==> src/rtl/register_file_pkg.sv <==
// Shared defaults for the multi-port register file and its read ports.
package register_file_pkg;

    localparam int unsigned DEFAULT_WIDTH        = 16;
    localparam int unsigned DEFAULT_DEPTH        = 4;
    localparam bit          DEFAULT_ZERO_REG     = 1'b0;
    localparam bit          DEFAULT_BYPASS       = 1'b0;
    localparam int unsigned DEFAULT_READ_LATENCY = 0;

endpackage

==> src/rtl/register_file_read_port.sv <==
// One read port: index mux, same-cycle write forwarding, entry-0 masking and
// an optional output register.
module register_file_read_port
    import register_file_pkg::*;
#(
    parameter int unsigned WIDTH        = DEFAULT_WIDTH,
    parameter int unsigned DEPTH        = DEFAULT_DEPTH,
    parameter bit          ZERO_REG     = DEFAULT_ZERO_REG,
    parameter bit          BYPASS       = DEFAULT_BYPASS,
    parameter int unsigned READ_LATENCY = DEFAULT_READ_LATENCY,
    parameter int unsigned IDX          = $clog2(DEPTH)
) (
    input  logic                   i_clk,
    input  logic                   i_reset,
    input  logic [IDX-1:0]         i_index,
    input  logic [DEPTH*WIDTH-1:0] i_mem,
    input  logic                   i_we_a,
    input  logic [IDX-1:0]         i_wi_a,
    input  logic [WIDTH-1:0]       i_wd_a,
    input  logic [WIDTH/8-1:0]     i_ws_a,
    input  logic                   i_we_b,
    input  logic [IDX-1:0]         i_wi_b,
    input  logic [WIDTH-1:0]       i_wd_b,
    input  logic [WIDTH/8-1:0]     i_ws_b,
    output logic [WIDTH-1:0]       o_data
);

    localparam int unsigned NB = WIDTH / 8;

    logic [WIDTH-1:0] w_value;
    logic             w_unused;

    // Ports may be unused depending on BYPASS / READ_LATENCY.
    assign w_unused = ^{i_clk, i_we_a, i_wi_a, i_wd_a, i_ws_a, i_we_b, i_wi_b, i_wd_b, i_ws_b};

    always_comb begin
        w_value = i_mem[int'(i_index) * WIDTH +: WIDTH];
        if (BYPASS) begin
            // A first, then B, so B wins on overlapping bytes.
            for (int b = 0; b < NB; b++) begin
                if (i_we_a && i_wi_a == i_index && i_ws_a[b]) begin
                    w_value[b*8 +: 8] = i_wd_a[b*8 +: 8];
                end
                if (i_we_b && i_wi_b == i_index && i_ws_b[b]) begin
                    w_value[b*8 +: 8] = i_wd_b[b*8 +: 8];
                end
            end
        end
        if ((ZERO_REG && i_index == '0) || i_reset) begin
            w_value = '0;
        end
    end

    generate
        if (READ_LATENCY == 1) begin : g_reg
            logic [WIDTH-1:0] r_data;

            always_ff @(posedge i_clk) begin
                if (i_reset) begin
                    r_data <= '0;
                end else begin
                    r_data <= w_value;
                end
            end

            assign o_data = i_reset ? '0 : r_data;
        end else begin : g_comb
            assign o_data = w_value;
        end
    endgenerate

endmodule

==> src/rtl/register_file_mp.sv <==
// Register file with two byte-strobed write ports and two independent read ports.
module register_file_mp
    import register_file_pkg::*;
#(
    parameter int unsigned WIDTH        = DEFAULT_WIDTH,
    parameter int unsigned DEPTH        = DEFAULT_DEPTH,
    parameter bit          ZERO_REG     = DEFAULT_ZERO_REG,
    parameter bit          BYPASS       = DEFAULT_BYPASS,
    parameter int unsigned READ_LATENCY = DEFAULT_READ_LATENCY,
    localparam int unsigned IDX         = $clog2(DEPTH)
) (
    input  logic               clk,
    input  logic               reset,
    input  logic [IDX-1:0]     read_index_a,
    input  logic [IDX-1:0]     read_index_b,
    output logic [WIDTH-1:0]   read_data_a,
    output logic [WIDTH-1:0]   read_data_b,
    input  logic               write_enable_a,
    input  logic               write_enable_b,
    input  logic [IDX-1:0]     write_index_a,
    input  logic [IDX-1:0]     write_index_b,
    input  logic [WIDTH-1:0]   write_data_a,
    input  logic [WIDTH-1:0]   write_data_b,
    input  logic [WIDTH/8-1:0] write_strobe_a,
    input  logic [WIDTH/8-1:0] write_strobe_b
);

    localparam int unsigned NB = WIDTH / 8;

    logic [WIDTH-1:0]       r_mem      [DEPTH];
    logic [WIDTH-1:0]       w_mem_next [DEPTH];
    logic [DEPTH*WIDTH-1:0] w_mem_flat;

    always_comb begin
        for (int e = 0; e < DEPTH; e++) begin
            w_mem_next[e] = r_mem[e];
            for (int b = 0; b < NB; b++) begin
                if (write_enable_a && write_index_a == IDX'(e) && write_strobe_a[b]) begin
                    w_mem_next[e][b*8 +: 8] = write_data_a[b*8 +: 8];
                end
                if (write_enable_b && write_index_b == IDX'(e) && write_strobe_b[b]) begin
                    w_mem_next[e][b*8 +: 8] = write_data_b[b*8 +: 8];
                end
            end
            if (ZERO_REG && e == 0) begin
                w_mem_next[e] = '0;
            end
        end
    end

    always_ff @(posedge clk) begin
        for (int e = 0; e < DEPTH; e++) begin
            if (reset) begin
                r_mem[e] <= '0;
            end else begin
                r_mem[e] <= w_mem_next[e];
            end
        end
    end

    for (genvar e = 0; e < DEPTH; e++) begin : g_flat
        assign w_mem_flat[e*WIDTH +: WIDTH] = r_mem[e];
    end

    register_file_read_port #(
        .WIDTH       (WIDTH),
        .DEPTH       (DEPTH),
        .ZERO_REG    (ZERO_REG),
        .BYPASS      (BYPASS),
        .READ_LATENCY(READ_LATENCY),
        .IDX         (IDX)
    ) u_read_a (
        .i_clk  (clk),
        .i_reset(reset),
        .i_index(read_index_a),
        .i_mem  (w_mem_flat),
        .i_we_a (write_enable_a),
        .i_wi_a (write_index_a),
        .i_wd_a (write_data_a),
        .i_ws_a (write_strobe_a),
        .i_we_b (write_enable_b),
        .i_wi_b (write_index_b),
        .i_wd_b (write_data_b),
        .i_ws_b (write_strobe_b),
        .o_data (read_data_a)
    );

    register_file_read_port #(
        .WIDTH       (WIDTH),
        .DEPTH       (DEPTH),
        .ZERO_REG    (ZERO_REG),
        .BYPASS      (BYPASS),
        .READ_LATENCY(READ_LATENCY),
        .IDX         (IDX)
    ) u_read_b (
        .i_clk  (clk),
        .i_reset(reset),
        .i_index(read_index_b),
        .i_mem  (w_mem_flat),
        .i_we_a (write_enable_a),
        .i_wi_a (write_index_a),
        .i_wd_a (write_data_a),
        .i_ws_a (write_strobe_a),
        .i_we_b (write_enable_b),
        .i_wi_b (write_index_b),
        .i_wd_b (write_data_b),
        .i_ws_b (write_strobe_b),
        .o_data (read_data_b)
    );

endmodule

==> config.mk <==
export PLATFORM = sky130hd
export DESIGN_NAME = register_file_mp
export DESIGN_NICKNAME = d
export VERILOG_FILES = /design/src/rtl/register_file_pkg.sv /design/src/rtl/register_file_read_port.sv /design/src/rtl/register_file_mp.sv
export SDC_FILE = /design/constraint.sdc
export NUM_CORES = 1
export LEC_CHECK = 0
export ABC_AREA = 1
export ABC_CLOCK_PERIOD_IN_PS = 1000
export BUFFER_PORTS_ARGS = -buffer_cell sky130_fd_sc_hd__buf_2
export CAP_MARGIN = 5
export CORE_AREA = 2 2 92 116
export DETAILED_ROUTE_END_ITERATION = 8
export DIE_AREA = 0 0 94 118
export PLACE_DENSITY = 0.65
export SYNTH_ARGS = -nofsm -noshare
export SYNTH_HDL_FRONTEND = slang
export SYNTH_SLANG_ARGS = --single-unit
==> constraint.sdc <==
create_clock -name clk -period 1 [get_ports clk]
set_input_delay 0 -clock clk [delete_from_list [all_inputs] [get_ports clk]]
set_output_delay 0 -clock clk [all_outputs]
set_load 0.05 [all_outputs]
After elaboration in Yosys (flattened, before gate mapping)

Memory sizes are Yosys's and may differ from the RTL's.
Cells that the tools add are included.

Latch bits: 0
Memories kept: 1
Bits in writable memories: 64
Bits in registers: 0
ROM bits: 0
Output and inout port bits: 32

Add/subtract/negate cells: 0
$lt $le $gt $ge: 0
$mul: 0
Shifts and indexed selects: 2
Divide/modulo/power cells: 0
Reductions and logical operators: 26
Equality and inequality tests: 6
Bitwise gates (word level): 4
Multiplexer cells: 25

Memories:

| name  | depth | width | read ports | clocked after memory_dff | wr ports | line                   | text |
|---|---|---|---|---|---|---|---|
| r_mem | 4     | 16    | 4          | 0                        | 4        | register_file_mp.sv:30 | `logic [WIDTH-1:0] r_mem [DEPTH];` |

Operators by type and width:

| cell                 | number |
|---|---|
| $mux W8              | 16 |
| $shiftx A64 B7 Y16   | 2 |
| $mux W16             | 6 |
| $logic_and A1 B1 Y1  | 24 |
| $eq A2 B2 Y1 const B | 4 |
| $eq A2 B1 Y1 const B | 2 |
| $logic_not A2 Y1     | 2 |
| $or A1 B1 Y1         | 4 |
| $mux W1              | 3 |

Longest topological paths before layout

Gate-level depths: netlist of run 1.

Depth in word-level cells: 6
Depth in mapped cells: 8
Depth with buffers taken out: 7

Modules after synthesis

A second synthesis of run 1 with hierarchy kept.

Cell total of the unflattened synthesis: 878
Area, all modules: 5200.0 um2

By module, submodules not included:

| module                  | times used | cells an instance | area an instance (um2) | sequential area each (um2) |
|---|---|---|---|---|
| register_file_mp        | 1          | 498               | 3555.9                 | 1281.2 |
| register_file_read_port | 2          | 190               | 822.0                  | 0.0 |

Worst setup path after synthesis of run 1

Ideal clock, no wire load.

Path type: input to output
From: input read_index_b[0]
To: output read_data_b[0]
Arrival: 1.455 ns
Path slack: -0.455 ns
Stages: 4
Data required time: 1.000 ns
Cells stage by stage: clkbuf_1 -> buf_1 -> o211ai_1 -> a21oi_1

Cells in the longest elaborated chain, start to end: 2

Ends and longest elaborated chain:

| element            | line                          | text |
|---|---|---|
| from (decl)        | register_file_mp.sv:15        | `input logic [IDX-1:0] read_index_b,` |
| $shiftx A64 B7 Y16 | register_file_read_port.sv:37 | `w_value = i_mem[int'(i_index) * WIDTH +: WIDTH];` |
| $mux W16           | register_file_read_port.sv:49 | `if ((ZERO_REG && i_index == '0) \|\| i_reset) begin` |
| to (decl)          | register_file_mp.sv:17        | `output logic [WIDTH-1:0] read_data_b,` |

Every way passes these cells.

==> results of run 1 <==
==> per-layer routing <==
metal  vias to the layer above  wire length (um)  GRT usage  part of all wire
li1                       2696                 -          -                 -
met1                      2633              7810      0.456              0.48
met2                       269              7010      0.413              0.43
met3                        24              1260     0.0538             0.077
met4                         0               297     0.0888             0.018
met5                         -                 0          0                 0
==> area by class of cell <==
| class | count | area, um2 | share of cell area |
|---|---|---|---|
| timing repair buffer | 153 | 1300 | 0.196 |
| sequential | 64 | 1320 | 0.200 |
| inverter | 86 | 328 | 0.0497 |
| clock buffer | 10 | 239 | 0.0362 |
| multi-input combinational | 513 | 3220 | 0.488 |
| tap | 129 | 161 | 0.0245 |
| clock inverter | 6 | 35.0 | 0.00531 |
==> worst min-delay path: cells and delay by family <==
family	cells	cell delay [ps]
buffers and inverters	2	130
AND/OR/NAND/NOR	3	170
==> where the power goes <==
part | leakage (nW) | switching [W] | internal (W)
clock | 0.134 | 0.00117 | 0.00172
combinational | 2.00 | 0.00135 | 0.000785
sequential | 0.535 | 0.0000970 | 0.00266
==> stage by stage <==
| stage | instances | hold slack (ps) | setup TNS [ps] | power (W) | util |
|---|---|---|---|---|---|
| floorplan | 716 | 219 | 0 | 0.00403 | - |
| global placement | 931 | 324 | -7680 | 0.00458 | 0.570 |
| detailed placement | 931 | 338 | -9320 | 0.00462 | 0.570 |
| CTS | 953 | 1.74 | -8550 | 0.00766 | 0.636 |
| global route | 961 | 28.2 | -9730 | 0.00807 | 0.660 |
| finish | 961 | 7.91 | -8270 | 0.00778 | 0.660 |
==> cells in the final DEF (no fill, tap or decap), types with 32 or more instances in the layout <==
cell,netlist,routed
inv_2,4,33
nand4_1,38,38
dfxtp_2,0,32
inv_1,82,51
nand3_1,131,131
buf_4,5,63
dfxtp_1,64,32
buf_2,12,44
nand2_1,141,138
a21oi_1,120,57
o211ai_1,32,32
a21oi_4,0,34
==> worst paths after layout <==
kind                   startpoint        endpoint
setup reg to reg     r_mem[0][23]    r_mem[0][23]
setup / recovery     r_mem[0][25]  read_data_b[9]
hold reg to reg      r_mem[1][20]    r_mem[1][20]
hold / removal    write_data_a[4]    r_mem[0][20]
==> cells by family (layout without fill, tap and decap cells) <==
logic type,count (synthesis),count (layout),synth area share
and+or+nand+nor,329,329,0.360
buffers and inverters,139,255,0.125
DFF,64,64,0.289
AOI/OAI and AO/OA,184,184,0.226
==> repair_timing <==
| item | 4_1_cts | 5_1_grt |
|---|---|---|
| endpoints found under the setup margin | 32 | 32 |
| hold buffers | 2 | 0 |
| setup buffers | 4 | 8 |
| resized for setup | 176 | 56 |
| pin swaps | 32 | 30 |
| hold endpoints to repair | 2 | 0 |
==> metrics.md, run 1 <==
| Metric | Value |
|---|---|
| Status | `finished, violations left` |
| Violated checks | `negative setup slack` |
| CP Class | `reg2out` |
| Power Dens Cells | `1180 nW/um2` |
| Via count | `5622` |
| Slew Limit Fails | `0` |
| CTS H-tree depth | `3` |
| CP required | `1000 ps` |
| Crit Path Max Fanout | `2` |
| Critical Path Source Type | `register` |
| Die Area | `11100 um2` |
| YS warnings | `0` |
| Grt total ovfl | `0` |
| Top FF cell, synth | `dfxtp_1` |
| Gate count after technology mapping | `716` |
| Most frequent cell after synthesis | `nand2_1` |
| Delay of the slowest critical-path stage | `330 ps` |
| Mean Syn Cell Area | `6.19 um2` |
| Largest Register | `r_mem` |
| I/O pins | `80` |
| Placed inst area | `5700 um2` |
| Setup ws final | `-298 ps` |
| Worst Path Buf+Inv | `2` |
| Final hold vios | `0` |
| Clock slew at reported path FFs | `60 ps` |
| Slowest-stage cell, CP | `dfxtp_2` |
| Vias in the first global route | `5116` |
| Largest regs | `r_mem: 64 flops` |
| Residual DRC | `0` |
| Top cells by area, synth | `dfxtp_1 29%, nand3_1 15%, a21oi_1 14%` |
| Post-DRT Antenna Nets | `0` |
| R2R Setup Slk | `120 ps` |
| Count of cell types in the netlist | `20` |
| Area grow syn2layout | `48.8%` |
| MaxCap Viol Count | `0` |
| Gpl congestion | `1.01` |
| Largest area contributor in the netlist | `dfxtp_1` |
| Layout cells sized above 1 | `0.417` |
| Post-Syn Area | `4430 um2` |
| Nets | `875` |
| Crit path depth | `5` |
| Avg WL per Cell | `17.0 um` |
| Vias/cell | `5.85` |
| EDFF count, synth | `0` |
| Clk buf depth | `2` |
| Post-route cell area | `6600 um2` |
| Hold Path Depth | `5` |
| Most common library cells after synthesis | `141 x nand2_1, 131 x nand3_1, 120 x a21oi_1, 82 x inv_1, 64 x dfxtp_1` |
| Clk sinks | `64` |
| Drt pass-1 iters | `5` |
| Worst vdd ir | `0.897 mV` |
| Syn Nets | `764` |
| Setup crit end kind | `output port` |
| Routed Wire Length | `16400 um` |
| Critical-path cell list | `inv_2 > a21oi_2 > o21ai_2 > a21oi_4 > buf_6` |
| Max-Slew Margin vs Limit | `0.673` |
| Core area | `10000 um2` |
| Clock skew | `0 ps` |
| Dpl ws | `-219 ps` |
| Reg2Reg Depth | `5` |
| Worst-Margin Slew | `491 ps` |
| Critical Path AT | `1300 ps` |
| Final setup viols | `32` |
| Drt initial violations | `428` |
| Top-area cell type share of the netlist area | `0.289` |
| Async set-reset flop share out of synthesis | `0` |
| # diodes | `0` |
| Kind of cell adding the most delay to the critical path | `compound AO/OA/AOI/OAI gates` |
| Number of synthesized register bits | `64` |
| Largest net degree at the start of global routing | `40` |
| Min Tclk post-route | `1300 ps` |
| Initial Util | `0.443` |
| Hold Crit Class | `in2reg` |
| Global-route wire length before repair | `26200 um` |
| Clk Tree Root Cell | `clkbuf_16` |
| Die W | `94 um` |
| Unrepaired setup endpoints after global routing | `yes` |
| Initial antenna violation count | `0` |
| Seq/Total Area, Yosys | `0.289` |
| Row count | `41` |
| PortBufs | `79` |
| Filler cells | `922` |
| Static leakage | `2.67 nW` |
| Die span in y | `118 um` |
| Fin crit share | `1.30` |
| Total track usage | `0.295` |
| Max reg flops | `64` |
| CTS Buf Count | `9` |
| Max Freq | `770 MHz` |
| Worst skew pair latency | `330 ps` |
| TritonCTS clock tree | `built` |
| Detailed Place HPWL | `11800 um` |
Note: power is estimated with default switching activity, not from simulation.
==> run 2: changes to the inputs <==
--- a/config.mk
+++ b/config.mk
@@ -12,6 +12,7 @@
 export CORE_AREA = 2 2 92 116
 export DETAILED_ROUTE_END_ITERATION = 8
 export DIE_AREA = 0 0 94 118
+export MAX_ROUTING_LAYER = met4
 export PLACE_DENSITY = 0.65
 export SYNTH_ARGS = -nofsm -noshare
 export SYNTH_HDL_FRONTEND = slang
==> run 2 against run 1 <==
Compared with the run above:
- the flow still finishes with violations (negative setup slack)
- via count decreased by 2.0%
- sequential share of layout area about the same
- combinational power about the same
- sequential power about the same
- maximum frequency increased by 0.76%
- global-route usage increased by 0.30 points
- worst hold slack got worse by 3.3 ps
==> metrics.md, run 2 (synthesis results as in run 1) <==
| Metric | Value |
|---|---|
| Max reg flops | `64` |
| M1 GR Usage | `0.447` |
| Static leakage | `2.67 nW` |
| TritonCTS clock tree | `built` |
| Hold_buf cts | `0` |
| Layout cells sized above 1 | `0.420` |
| Post-route cell area | `6590 um2` |
| Area grow syn2layout | `48.6%` |
| Power Dens Cells | `1260 nW/um2` |
| Vias in the first global route | `5020` |
| Max Freq | `776 MHz` |
| Drt initial violations | `531` |
| Drt pass-1 iters | `5` |
| Final hold vios | `0` |
| Worst-Margin Slew | `473 ps` |
| P_sw | `0.00256 W` |
| Slowest-stage cell, CP | `dfxtp_2` |
| Register area | `1320 um2` |
| CTS H-tree depth | `3` |
| Nets | `873` |
| Gpl congestion | `1.00` |
| CP Class | `reg2out` |
| Commonest non-fill, non-tap cell in the layout | `nand2_1` |
| Row count | `41` |
| Via count | `5509` |
| Sequential Power Share | `0.333` |
| Int Pwr | `0.00574 W` |
| Clock skew | `0 ps` |
| Status | `finished, violations left` |
| Unrepaired setup endpoints after global routing | `yes` |
| Setup crit end kind | `output port` |
| Setup ws final | `-288 ps` |
| Clk Tree Root Cell | `clkbuf_16` |
| Initial Util | `0.443` |
| Switching Fraction | `0.309` |
| Worst vdd ir | `0.853 mV` |
| Largest regs | `r_mem: 64 flops` |
| Most frequent cells in the layout | `136 x nand2_1, 131 x nand3_1, 65 x buf_4` |
| Largest Register | `r_mem` |
| Min Tclk post-route | `1290 ps` |
| Vias/cell | `5.75` |
| Avg WL per Cell | `17.2 um` |
| Placed inst area | `5670 um2` |
| I/O pins | `80` |
| Initial antenna violation count | `0` |
| Multi-input gate area | `3210 um2` |
| Core area | `10000 um2` |
| Delay of the slowest critical-path stage | `340 ps` |
| Fin crit share | `1.29` |
| Total track usage | `0.298` |
| Violated checks | `negative setup slack` |
| Final setup viols | `32` |
| Die span in y | `118 um` |
| M2 GR Usage | `0.412` |
| Residual DRC | `0` |
| Max-Slew Margin vs Limit | `0.685` |
| Crit Path Max Fanout | `2` |
| Slew Limit Fails | `0` |
| Clk buf depth | `2` |
| Hold Crit Class | `in2reg` |
| Clk sinks | `64` |
| Die Area | `11100 um2` |
| Critical Path AT | `1290 ps` |
| PortBufs | `79` |
| Filler cells | `880` |
| Grt met3 use | `0.0570` |
| Final core utilization | `0.659` |
| Routed Wire Length | `16400 um` |
| Grt total ovfl | `0` |
| MaxCap Viol Count | `0` |
| Critical-path cell list | `inv_2 > a21oi_2 > o21ai_2 > a21oi_4 > buf_6` |
| Global-route wire length before repair | `25800 um` |
| Clock slew at reported path FFs | `60 ps` |
| Kind of cell adding the most delay to the critical path | `compound AO/OA/AOI/OAI gates` |
| Busiest grt layer | `met1` |
| Worst skew pair latency | `330 ps` |
| Comb pwr share | `0.255` |
| Clock share of power | `0.412` |
| Die W | `94 um` |
| Detailed Place HPWL | `11800 um` |
| Critical Path Source Type | `register` |
| Worst Path Buf+Inv | `2` |
| CTS Buf Count | `9` |
| Post-DRT Antenna Nets | `0` |
| CP required | `1000 ps` |
| # diodes | `0` |
| Largest net degree at the start of global routing | `39` |
run 2: changes by cell type in the layout (fill, tap and decap cells not counted), sizes merged:
cell and change:
clkinvlp -2, bufinv +2, clkinv -3, clkbuf +2, dlygate4sd3 -2
run 2: path summary, 6_finish.rpt:
path              startpoint        endpoint  slack (ps)  cells after the start
max             r_mem[0][21]  read_data_b[5]        -290                      5
min          write_data_a[4]    r_mem[0][20]           5                      5
max reg2reg     r_mem[0][24]    r_mem[0][24]          10                      5
min reg2reg     r_mem[1][23]    r_mem[1][23]         470                      2
run 2: area by class of cell:
class	instances	share of cell area
multi-input combinational	513	0.487
sequential	64	0.201
timing repair buffer	151	0.190
inverter	86	0.0494
clock buffer	12	0.0389
tap	129	0.0245
clock inverter	3	0.00987
run 2: through the flow:
step	hold WS, ps	power [W]	worst slack, ps	cells	setup TNS, ps
3_3_place_gp	324	0.00457	-274	930	-8180
3_5_place_dp	343	0.00461	-238	930	-9470
5_1_grt	59.1	0.00857	-323	958	-9490
4_1_cts	4.63	0.00818	-279	952	-8280
6_report	4.60	0.00830	-288	958	-8250
2_1_floorplan	219	0.00403	1.70	716	0
run 2: power groups by stage:
stage                     Sequential (W)  Combinational, W  Clock [W]
final                            0.00276           0.00211    0.00342
after global routing             0.00277           0.00227    0.00353
after CTS                        0.00275           0.00200    0.00343
after detailed placement         0.00278           0.00183          0
after global placement           0.00277           0.00180          0
after floorplan                  0.00275           0.00127          0
run 2: timing repair:
action	in CTS	in global routing
gates resized for setup	178	54
pin swaps	35	34
setup endpoints to repair	32	33
buffers inserted	7	6
run 2: worst reg2reg max path, delay by kind of cell (launching register included):
family        cells  cell delay, ps
simple gates      3             390
flops             1             320
buf+inv           2             180
run 2: routing by layer:
metal,vias to the layer above,share of wire
met3,9,0.084
li1,2691,-
met2,227,0.45
met4,0,0.0077
met5,-,0
met1,2582,0.46
==> run 3: changes to the inputs <==
--- a/config.mk
+++ b/config.mk
@@ -9,11 +9,12 @@
 export ABC_CLOCK_PERIOD_IN_PS = 1000
 export BUFFER_PORTS_ARGS = -buffer_cell sky130_fd_sc_hd__buf_2
 export CAP_MARGIN = 5
-export CORE_AREA = 2 2 92 116
+export CORE_AREA = 2 2 100 126
 export DETAILED_ROUTE_END_ITERATION = 8
-export DIE_AREA = 0 0 94 118
+export DIE_AREA = 0 0 102 128
 export MAX_ROUTING_LAYER = met4
-export PLACE_DENSITY = 0.65
+export PLACE_DENSITY = 0.64
 export SYNTH_ARGS = -nofsm -noshare
 export SYNTH_HDL_FRONTEND = slang
+export SYNTH_HIERARCHICAL = 1
 export SYNTH_SLANG_ARGS = --single-unit
==> run 3 against run 2 <==
Compared with the run above:
- non-clock buffer count is 29 higher
- via count grew 10%
- clock skew unchanged
- critical path depth did not move
- global-route usage shrank 3.2 points
- the run still ends with negative setup slack left
- routed wire length rose by 5.1%
- utilization down 3.9 points
- largest cell class unchanged
- flip-flop and latch count unchanged
- design area is 12% higher
- combinational power rose by 8%
==> metrics.md, run 3 <==
| Metric | Value |
|---|---|
| Top-area cell type share of the netlist area | `0.246` |
| Status | `finished, violations left` |
| Residual DRC | `0` |
| Critical Path Source Type | `register` |
| Post-DRT Antenna Nets | `0` |
| Count of cell types in the netlist | `24` |
| Setup ws final | `-254 ps` |
| Core area | `11900 um2` |
| YS warnings | `6` |
| MaxCap Viol Count | `0` |
| R2R Setup Slk | `170 ps` |
| Slew Limit Fails | `0` |
| Hold_buf cts | `0` |
| Post-route cell area | `7400 um2` |
| Hold EP | `r_mem[3][1]` |
| CP required | `1000 ps` |
| Top FF cell, synth | `dfxtp_1` |
| Clock slew at reported path FFs | `50 ps` |
| Seq/Total Area, Yosys | `0.246` |
| Worst vdd ir | `0.908 mV` |
| Hold_sp | `write_data_a[1]` |
| Initial Util | `0.436` |
| Power Dens Cells | `1100 nW/um2` |
| Vias in the first global route | `5241` |
| Detailed Place HPWL | `12300 um` |
| Layout cells sized above 1 | `0.428` |
| Clk buf depth | `2` |
| Drt initial violations | `480` |
| Syn Nets | `926` |
| CTS H-tree depth | `3` |
| Commonest non-fill, non-tap cell in the layout | `nand2_1` |
| Multi-input gate area | `3290 um2` |
| Mean Syn Cell Area | `5.92 um2` |
| CP Class | `reg2out` |
| I/O pins | `80` |
| Most common library cells after synthesis | `226 x nand3_1, 212 x nand2_1, 166 x inv_1, 96 x a21oi_1, 64 x dfxtp_1` |
| Min Tclk post-route | `1250 ps` |
| Worst skew pair latency | `330 ps` |
| TritonCTS clock tree | `built` |
| Max reg flops | `64` |
| Most frequent cells in the layout | `183 x nand2_1, 182 x nand3_1, 126 x inv_1` |
| Async set-reset flop share out of synthesis | `0` |
| Largest net degree at the start of global routing | `33` |
| Vias/cell | `5.15` |
| Static leakage | `3.23 nW` |
| Gpl congestion | `0.886` |
| Filler cells | `1118` |
| Hold Path Depth | `5` |
| Die span in y | `128 um` |
| Max Freq | `797 MHz` |
| Max-Slew Margin vs Limit | `0.575` |
| PortBufs | `79` |
| EDFF count, synth | `0` |
| Hold Crit Class | `in2reg` |
| Nets | `1058` |
| Most frequent cell after synthesis | `nand3_1` |
| Row count | `45` |
| Finished Layout Cells | `1179` |
| Routed Wire Length | `17300 um` |
| Post-Syn Area | `5200 um2` |
| Die W | `102 um` |
| Die Area | `13100 um2` |
| Number of synthesized register bits | `64` |
| Avg WL per Cell | `14.7 um` |
| Final setup viols | `32` |
| Worst Setup SP | `r_mem[0][9]` |
| Reg2Reg Depth | `4` |
| Drt pass-1 iters | `5` |
| Global-route wire length before repair | `26800 um` |
| CTS Buf Count | `9` |
| Worst hold slack | `88.2 ps` |
| Largest area contributor in the netlist | `dfxtp_1` |
| # placed instances | `1130` |
| Placed inst area | `6220 um2` |
| Setup crit end kind | `output port` |
| Critical Path AT | `1250 ps` |
| Area grow syn2layout | `42.3%` |
| Clock skew | `0 ps` |
| Total track usage | `0.266` |
| Clk sinks | `64` |
| Grt total ovfl | `0` |
| Fin crit share | `1.25` |
| Final hold vios | `0` |
| Reg2reg start | `r_mem[0][9]` |
| Violated checks | `negative setup slack` |
| Initial antenna violation count | `0` |
| Register area | `1410 um2` |
| Clk Tree Root Cell | `clkbuf_16` |
| Top cells by area, synth | `dfxtp_1 25%, nand3_1 22%, nand2_1 15%` |
| Gate count after technology mapping | `878` |
| Dpl ws | `-160 ps` |
| # diodes | `0` |
| Worst reg2reg endpoint | `r_mem[0][9]` |
| Largest regs | `r_mem: 64 flops` |
| Worst-Margin Slew | `635 ps` |
| Largest Register | `r_mem` |
| Crit Path Max Fanout | `3` |
| Via count | `6071` |
| Total power | `0.00816 W` |
| Unrepaired setup endpoints after global routing | `yes` |
-- run 3: logic make-up (layout without fill, tap and decap cells) --
group | Yosys count | in the layout | share of synthesized area
simple gates | 487 | 487 | 0.459
buf+inv | 231 | 368 | 0.203
compound gates | 96 | 96 | 0.0924
flops | 64 | 64 | 0.246
-- run 3: worst max-delay path: stages (launching register included) --
cell and delay, ps:
dfxtp_2 350, inv_1 40, nand2_1 70, nand3_2 90, a21oi_4 190, buf_6 180
-- run 3: power by group --
part	switching [W]	internal [W]
registers	0.000114	0.00264
clock network	0.00115	0.00199
logic	0.00140	0.000867
-- run 3: metrics by stage --
stage,util,TNS (ps)
final,0.620,-6650
after global routing,0.620,-8190
after global placement,0.521,-4630
after detailed placement,0.521,-6650
after floorplan,-,0
after CTS,0.586,-6790
-- run 3: area by class of cell --
type                            instances  area share
Clock buffer                           11      0.0328
Clock inverter                          5     0.00761
Inverter                              172      0.0876
Multi-Input combinational cell        583       0.445
Sequential cell                        64       0.190
Tap cell                              164      0.0277
Timing Repair Buffer                  180       0.209
-- run 3: timing repair --
action,in CTS,in global routing
gates resized for setup,152,110
buffers inserted,12,21
endpoints found under the setup margin,32,32
pin swaps,43,53
-- run 3: routing by layer --
metal / routed length (um) / GRT usage
met5: 0 / -
met4: 249 / 0.0698
met3: 857 / 0.0240
met2: 8040 / 0.399
met1: 8130 / 0.386
-- run 3: how the worst max path moves through the flow --
stage | depth (start not counted) | slack, ps | end
2_1_floorplan | 4 | 20 | read_data_a[10]
3_3_place_gp | 6 | -90 | r_mem[3][15]
3_5_place_dp | 6 | -160 | r_mem[3][6]
4_1_cts | 5 | -250 | read_data_a[9]
5_1_grt | 5 | -300 | read_data_b[3]
6_report | 5 | -250 | read_data_a[9]
